===== src/rtl/lut_eval_pkg.sv =====
// Shared types and constants for the LUT evaluator.
// Optional feature macro: LUT_EVAL_CMP_EN (golden-table compare).
package lut_eval_pkg;

  // Widest supported function; the truth table is 2**N_IN bits wide.
  localparam int unsigned N_IN_MAX = 6;

  // Truth table loaded at reset. Only the low 2**N_IN bits are used.
  // 8'h51 selects minterms 0, 4 and 6.
  localparam logic [63:0] TT_RST_DEF = 64'h0000_0000_0000_0051;

  typedef enum logic [1:0] {
    IDLE  = 2'd0,
    SWEEP = 2'd1,
    DONE  = 2'd2
  } state_e;

endpackage


===== src/rtl/lut_eval_core.sv =====
// Combinational truth-table lookup shared by single evaluation and sweep.
// Optional feature macro: LUT_EVAL_CMP_EN adds a per-index compare bit.
module lut_eval_core #(
  parameter int unsigned N_IN = 3
) (
  input  logic [(2**N_IN)-1:0] tt_i,
`ifdef LUT_EVAL_CMP_EN
  input  logic [(2**N_IN)-1:0] ref_i,
  output logic                 bad_o,
`endif
  input  logic [N_IN-1:0]      idx_i,
  output logic                 y_o
);

  assign y_o = tt_i[idx_i];

`ifdef LUT_EVAL_CMP_EN
  // The loaded function disagrees with the golden table at this index.
  assign bad_o = tt_i[idx_i] ^ ref_i[idx_i];
`endif

endmodule


===== src/rtl/lut_eval_seq.sv =====
// Registered N-input Boolean function evaluator with a loadable truth table.
// Single evaluations use a valid/ready handshake; a sweep walks all minterms
// and counts the ones. Optional feature macro: LUT_EVAL_CMP_EN.
module lut_eval_seq
  import lut_eval_pkg::*;
#(
  parameter int unsigned N_IN   = 3,          // legal range 1..N_IN_MAX
  parameter logic [63:0] TT_RST = TT_RST_DEF
) (
  input  logic                 clk,
  input  logic                 rst_n,
  input  logic                 tt_wr,
  input  logic [(2**N_IN)-1:0] tt_din,
  input  logic                 in_valid,
  output logic                 in_ready,
  input  logic [N_IN-1:0]      in_vec,
  input  logic                 start,
  output logic                 out_valid,
  output logic [N_IN-1:0]      out_idx,
  output logic                 out_y,
  output logic                 busy,
  output logic                 done,
  output logic [N_IN:0]        ones_cnt
`ifdef LUT_EVAL_CMP_EN
  ,
  input  logic [(2**N_IN)-1:0] ref_tt,
  output logic                 mismatch,
  output logic [N_IN-1:0]      first_bad
`endif
);

  localparam int unsigned          TT_W    = 2**N_IN;
  localparam logic [TT_W-1:0]      TT_INIT = TT_RST[TT_W-1:0];
  localparam logic [N_IN-1:0]      IDX_MAX = {N_IN{1'b1}};

  state_e            state_q, state_d;
  logic [N_IN-1:0]   cnt_q, cnt_d;
  logic [TT_W-1:0]   tt_q, tt_d;
  logic              out_valid_q, out_valid_d;
  logic [N_IN-1:0]   out_idx_q, out_idx_d;
  logic              out_y_q, out_y_d;
  logic [N_IN:0]     ones_q, ones_d;
  logic [N_IN-1:0]   eval_idx_s;
  logic              y_s;
`ifdef LUT_EVAL_CMP_EN
  logic              bad_s;
  logic              mismatch_q, mismatch_d;
  logic [N_IN-1:0]   first_bad_q, first_bad_d;
`endif

  // During a sweep the counter drives the lookup, otherwise the request does.
  assign eval_idx_s = (state_q == SWEEP) ? cnt_q : in_vec;

  lut_eval_core #(
    .N_IN (N_IN)
  ) u_core (
    .tt_i  (tt_q),
`ifdef LUT_EVAL_CMP_EN
    .ref_i (ref_tt),
    .bad_o (bad_s),
`endif
    .idx_i (eval_idx_s),
    .y_o   (y_s)
  );

  // Next-state and datapath update for the IDLE/SWEEP/DONE controller.
  always_comb begin
    state_d     = state_q;
    cnt_d       = cnt_q;
    tt_d        = tt_q;
    out_valid_d = 1'b0;
    out_idx_d   = out_idx_q;
    out_y_d     = out_y_q;
    ones_d      = ones_q;
`ifdef LUT_EVAL_CMP_EN
    mismatch_d  = mismatch_q;
    first_bad_d = first_bad_q;
`endif
    case (state_q)
      IDLE: begin
        // Lookup reads tt_q, so a same-cycle evaluation sees the old table.
        if (tt_wr) begin
          tt_d = tt_din;
        end else begin
          tt_d = tt_q;
        end
        // start wins over a pending request; the request stays unconsumed.
        if (start) begin
          state_d = SWEEP;
          cnt_d   = {N_IN{1'b0}};
          ones_d  = {(N_IN+1){1'b0}};
`ifdef LUT_EVAL_CMP_EN
          mismatch_d  = 1'b0;
          first_bad_d = {N_IN{1'b0}};
`endif
        end else if (in_valid) begin
          out_valid_d = 1'b1;
          out_idx_d   = in_vec;
          out_y_d     = y_s;
        end else begin
          out_valid_d = 1'b0;
        end
      end
      SWEEP: begin
        out_valid_d = 1'b1;
        out_idx_d   = cnt_q;
        out_y_d     = y_s;
        ones_d      = ones_q + (N_IN+1)'(y_s);
`ifdef LUT_EVAL_CMP_EN
        // mismatch doubles as "first_bad already captured".
        if (bad_s && !mismatch_q) begin
          mismatch_d  = 1'b1;
          first_bad_d = cnt_q;
        end else begin
          mismatch_d  = mismatch_q;
          first_bad_d = first_bad_q;
        end
`endif
        // Counter parks at the last index; a sweep is exactly one pass.
        if (cnt_q == IDX_MAX) begin
          state_d = DONE;
        end else begin
          cnt_d = cnt_q + N_IN'(1);
        end
      end
      DONE: begin
        state_d = IDLE;
      end
      default: begin
        state_d = IDLE;
      end
    endcase
  end

  // State and datapath registers; reset reloads the default table.
  always_ff @(posedge clk or negedge rst_n) begin
    if (!rst_n) begin
      state_q     <= IDLE;
      cnt_q       <= {N_IN{1'b0}};
      tt_q        <= TT_INIT;
      out_valid_q <= 1'b0;
      out_idx_q   <= {N_IN{1'b0}};
      out_y_q     <= 1'b0;
      ones_q      <= {(N_IN+1){1'b0}};
`ifdef LUT_EVAL_CMP_EN
      mismatch_q  <= 1'b0;
      first_bad_q <= {N_IN{1'b0}};
`endif
    end else begin
      state_q     <= state_d;
      cnt_q       <= cnt_d;
      tt_q        <= tt_d;
      out_valid_q <= out_valid_d;
      out_idx_q   <= out_idx_d;
      out_y_q     <= out_y_d;
      ones_q      <= ones_d;
`ifdef LUT_EVAL_CMP_EN
      mismatch_q  <= mismatch_d;
      first_bad_q <= first_bad_d;
`endif
    end
  end

  assign in_ready  = (state_q == IDLE) && !start;
  assign busy      = (state_q != IDLE);
  assign done      = (state_q == DONE);
  assign out_valid = out_valid_q;
  assign out_idx   = out_idx_q;
  assign out_y     = out_y_q;
  assign ones_cnt  = ones_q;
`ifdef LUT_EVAL_CMP_EN
  assign mismatch  = mismatch_q;
  assign first_bad = first_bad_q;
`endif

endmodule


===== config.mk =====
export PLATFORM = sky130hd
export DESIGN_NAME = lut_eval_seq
export DESIGN_NICKNAME = d
export VERILOG_FILES = /design/src/rtl/lut_eval_pkg.sv /design/src/rtl/lut_eval_core.sv /design/src/rtl/lut_eval_seq.sv
export SDC_FILE = /design/constraint.sdc
export NUM_CORES = 1
export LEC_CHECK = 0
export ABC_AREA = 0
export CORE_MARGIN = 2
export CORE_UTILIZATION = 53
export CTS_CLUSTER_SIZE = 30
export DETAILED_ROUTE_END_ITERATION = 12
export GPL_TIMING_DRIVEN = 0
export PLACE_DENSITY = 0.84
export SETUP_SLACK_MARGIN = 0.05
export SYNTH_ARGS = -nofsm -noshare
export SYNTH_HDL_FRONTEND = slang
export SYNTH_SLANG_ARGS = --single-unit

===== constraint.sdc =====
create_clock -name clk -period 6 [get_ports clk]
set_clock_uncertainty 0.05 [all_clocks]
set_input_delay 0.9 -clock clk [delete_from_list [all_inputs] [get_ports clk]]
set_output_delay 0.9 -clock clk [all_outputs]
set_load 0.02 [all_outputs]

# After elaboration in Yosys (flattened, before gate mapping)
# Cells that the tools add are included.
dict set report classes {
  addsub 2
  mul 0
  n_div 0
  n_lt_le_gt_ge 1
  eq_ne 8
  shift 0
  n_mux 20
  n_bitwise 0
  reduce_logical 10
}
# op n
set op_table {}
lappend op_table {{3-bit two-way mux} 5}
lappend op_table {{3-bit case mux with 2 select lines} 2}
lappend op_table {{2-bit != test (second input constant)} 4}
lappend op_table {{4-bit case mux with 2 select lines} 1}
lappend op_table {{2-bit AND reduction} 3}
lappend op_table {{3-bit AND reduction} 2}
lappend op_table {{1-bit two-way mux} 5}
lappend op_table {{4-bit by 1-bit adder with 4-bit output} 1}
lappend op_table {{3-bit by 4-bit < comparator with 1-bit output (second input constant)} 1}
lappend op_table {{2-bit two-way mux} 2}
lappend op_table {{4-bit two-way mux} 1}
lappend op_table {{1-bit case mux with 2 select lines} 2}
lappend op_table {{2-bit case mux with 2 select lines} 1}
lappend op_table {{2-bit nonzero test} 2}
lappend op_table {{3-bit by 1-bit adder with 3-bit output (second input constant)} 1}
lappend op_table {{1-bit binary-select mux with 3-bit select} 1}
lappend op_table {{3-bit == test (second input constant)} 1}
lappend op_table {{2-bit by 1-bit == test with 1-bit output (second input constant)} 1}
lappend op_table {{2-bit == test (second input constant)} 1}
lappend op_table {{2-bit logical NOT} 1}
lappend op_table {{2-bit by 1-bit != test with 1-bit output (second input constant)} 1}
lappend op_table {{1-bit logical AND} 1}
lappend op_table {{1-bit logical NOT} 1}
dict set report totals {
  reg_bits 22
  latchBits 0
  ramBits 0
  mem_bits_ro 0
  inputBits 16
  out_inout_bits 12
  word_cells 48
  mem_count 0
}

# Depth between registers and ports, before layout
dict set report logic_depth {
  ltp_word 7
  ltp_mapped 11
  mapped_depth_nobuf 9
}

# Modules after synthesis
# Synthesis repeated with hierarchy kept, for this count alone.
dict set report hier_totals {
  hier_cells 76
  hier_area_um2 1089.8
}
# mod n_inst cells_per_inst area_per_inst_um2 seq_area_each_um2
set by_module_without_submodules {}
lappend by_module_without_submodules {lut_eval_seq 1 73 1026.0 554.3}
lappend by_module_without_submodules {lut_eval_core 1 3 63.8 0.0}

# Worst setup path before layout
# OpenSTA, ideal clock, no wires.
dict set report synth_path {
  kind {input -> register}
  startpoint {input in_vec[2]}
  endpoint {register ones_q[1], in the netlist ones_cnt[1]}
  setup_ns 0.121
  arrival_ns 2.340
  required_time_ns 5.829
  slack_ns 3.489
  stages 7
  n_path_buf 0
  path_cell_list {or2_2 > o32ai_1 > a222oi_1 > and2_1 > ha_1 > ha_1 > a22o_1}
}
dict set report synth_between {
  elab_chain_len 5
}
# element line
set synth_rtl {}
lappend synth_rtl {{start, declared} lut_eval_seq.sv:16} ;# input logic [N_IN-1:0] in_vec,
lappend synth_rtl {{3-bit two-way mux} lut_eval_seq.sv:52} ;# assign eval_idx_s = (state_q == SWEEP) ? cnt_q : in_vec;
lappend synth_rtl {{1-bit binary-select mux with 3-bit select} lut_eval_core.sv:15} ;# assign y_o = tt_i[idx_i];
lappend synth_rtl {{1-bit two-way mux (implied by the code)} lut_eval_core.sv:15}
lappend synth_rtl {{4-bit by 1-bit adder with 4-bit output} lut_eval_seq.sv:108} ;# ones_d = ones_q + (N_IN+1)'(y_s);
lappend synth_rtl {{4-bit case mux with 2 select lines} lut_eval_seq.sv:79} ;# case (state_q)
lappend synth_rtl {{end signal, assigned} lut_eval_seq.sv:144} ;# ones_q <= {(N_IN+1){1'b0}};
lappend synth_rtl {{end signal, assigned} lut_eval_seq.sv:156} ;# ones_q <= ones_d;
lappend synth_rtl {{end, declared} lut_eval_seq.sv:42} ;# logic [N_IN:0] ones_q, ones_d;
# No other way between the ends. The select of a mux whose other input is x is not followed.
# A chain may end at the register's enable or synchronous reset.

# Worst setup path after layout
dict set report layout_path {
  startpoint {input start}
  endpoint {output in_ready}
}
dict set report layout_between {
  elab_chain_len 2
}
# element line
set layout_rtl {}
lappend layout_rtl {{start, declared} lut_eval_seq.sv:17} ;# input logic start,
lappend layout_rtl {{1-bit logical NOT} lut_eval_seq.sv:164} ;# assign in_ready = (state_q == IDLE) && !start;
lappend layout_rtl {{1-bit logical AND} lut_eval_seq.sv:164}
lappend layout_rtl {{end, declared} lut_eval_seq.sv:15} ;# output logic in_ready,
# No other way between the ends.

==> reports/results.txt <==
largest net degree at the start of global routing = 23
Most used DFF post-synth = dfrtp_1
mapped cell area = 0.001217 mm²
IO Count = 28
CP cell instances = clkdlybuf4s50_1 > nor2_1 > clkdlybuf4s50_1
Fill cells = 168
FF+latch area = 554.3 µm²
M3 GR Usage = 2.586%
CTS sink cnt = 22
Final setup viols = 0
Required @ worst endpoint = 5.05 ns
Worst Setup Start Kind = primary input
multi-input logic area = 579.3 µm²
total negative slack = 0 ns
critical path's largest stage delay = 0.60 ns
Port Buffer Count = 27
crit path max-delay cell type = clkdlybuf4s50_1
share of cells above drive strength 1 = 14.29%
CTS tree = yes
main combinational cell family by area after synthesis = compound AO/OA/AOI/OAI gates
synthesized netlist net count = 143
Mean Syn Cell Area = 9.898 µm²
post-synthesis sequential area ratio = 45.53%
Crit Path Max Fanout = 4
Final period util = 50.28%
critical path arrival = 2.07 ns
Synth Area in Compound Gates = 18.71%
cell mode on critical path = clkdlybuf4s50_1
Area Overhead vs Synth = 29.39%
Yosys reg bits = 22
clock root buffer = clkbuf_4
TritonRoute pass-1 iters = 4
Setup Buffers After CTS = 0
GRT Total Usage = 21.18%
busiest grt layer = met2
die area = 0.002696 mm²
initial DRC count = 31
initial antenna violation count = 0
placement-stage worst setup slack = 2.770 ns
Via density = 5.522
remaining antenna violation count = 0
Worst Slack Setup Final = 2.983 ns
RSZ-0062 raised after global routing = false
critical path capture point type = output pin
Leak = 0.6813 nW
cts hold-fix bufs = 0
multiplexer share of the synthesized area = 6.372%
Max-slew headroom = 34.53%
clk_lat worst skew = 0.32 ns
# rows = 17
Post-synth EDFFs = 0
FFs w/ async S/R, synth = 100.0%
fin nets = 175
status = finished, final reports clean
Adder-Cell Fraction of Synth Area = 4.111%
worst slew pin tran = 0.9789 ns
Vias = 1005
Max Fclk = 0.3314 GHz
Core Region = 0.002191 mm²
Pwr Total = 824.5 µW
max cap viols = 0
Max clock buf depth = 2
DRC = 0
met2 GRT Util = 33.76%
RD Place Congestion = 0.8122
Core Util, Final = 71.90%
clock-pin slew on the worst setup and hold paths = 0.12 ns
Post-CTS Resized = 0
Max VDD drop = 0.3619 mV
DP HPWL = 1885 µm
die width = 51.93 µm
Pwr Density = 523.4 mW/mm²
grt met1 use = 29.98%
first-pass GRT wire length = 4209 µm
Post-Synth XOR/XNOR Area = 0%
final worst path period need = 3.017 ns
Final Hold Vio Count = 0
Initial Utilization = 55.57%
clock buffer count from CTS = 3
vias in the first global route = 911
Synth cell types = 34
Reg2Reg Setup Slack = 3.60 ns
Die Y = 51.93 µm
Wirelength per Cell = 13.89 µm
n_diodes = 0
Worst Hold Class = flop to flop
Yosys warning total = 0
Synth Instances = 123
simple logic cell fraction of the synthesized area = 18.40%
GRT overflow = 0
most frequent cells in the layout = clkdlybuf4s50_1 (27), dfrtp_1 (19), nand2_1 (13)
total routed wirelength = 2528 µm
Slew Viols, Final = 0
most common cell after layout, fill and taps aside = clkdlybuf4s50_1
class of the most critical setup path = primary input to output pin
Clock H-tree levels = 1
-- final timing paths --
| kind | startpoint | endpoint | cells after the start |
|---|---|---|---|
| max | start | in_ready | 3 |
| min | tt_q[0] | tt_q[0] | 2 |
| max reg2reg | state_q[1] | ones_cnt[1] | 8 |
| min reg2reg | tt_q[0] | tt_q[0] | 2 |
| max in group asynchronous | rst_n | tt_q[7] | 1 |
| min in group asynchronous | rst_n | ones_cnt[0] | 1 |
-- state kept, by name, indices dropped and copies added, names as in the netlist --
signal and cells:
cnt_q 3, ones_cnt 4, out_idx 3, out_valid 1, out_y 1, state_q 2, tt_q 8
-- stage by stage --
step                      instances  hold WS (ns)  instance area, µm²
after floorplan                 123        0.4201                1217
after global placement          178        0.4522                1523
after detailed placement        178        0.4562                1523
after CTS                       182        0.4737                1575
after global routing            182        0.5046                1575
final                           182        0.4668                1575
-- cells by family after synthesis --
kind of cell	after synthesis
multiplexers	7
flip-flops	22
AO/OA/AOI/OAI	33
buffers and inverters	15
AND/OR/NAND/NOR	42
adder cells (fa/ha/maj)	4
-- routing by layer --
layer	routed length, µm	share of wire [%]
met4	34	1.3
met3	121	4.8
met2	1214	48
met5	0	0
met1	1158	46
-- cells in the mapped netlist (all sizes together) (2+ instances only) --
library cell	n	area [µm²]
nor2	9	33.78
or2	2	12.51
ha	4	50.05
dfrtp	19	475.5
a22oi	2	15.01
o21ai	9	45.04
nor3	2	10.01
inv	10	37.54
nand3b	2	15.01
a31oi	3	18.77
and2	3	18.77
nand2b	2	12.51
a32o	2	20.02
dfstp	3	78.83
a222oi	2	20.02
mux2	6	67.56
buf	5	46.29
a22o	2	17.52
a21oi	5	25.02
nand2	13	48.80
o32ai	4	35.03
nor2b	5	38.78
-- where the power goes --
part	switching, mW	internal [mW]
Clock	0.0486	0.0676
Combinational	0.217	0.220
Sequential	0.0459	0.225
Total	0.312	0.513
-- final cells by class --
class                           instances  area share, %
Multi-Input combinational cell         86          36.78
Sequential cell                        22          35.19
Timing Repair Buffer                   27          17.16
Buffer                                  5          2.939
Inverter                               10          2.383
Tap cell                               28          2.224
Clock inverter                          1          1.906
Clock buffer                            3          1.430
-- critical path: cells and delay by family --
family,cells,cell delay [ns]
buffers and inverters,2,1.05
AND/OR/NAND/NOR,1,0.12
Note: power is estimated with default switching activity, not from simulation.
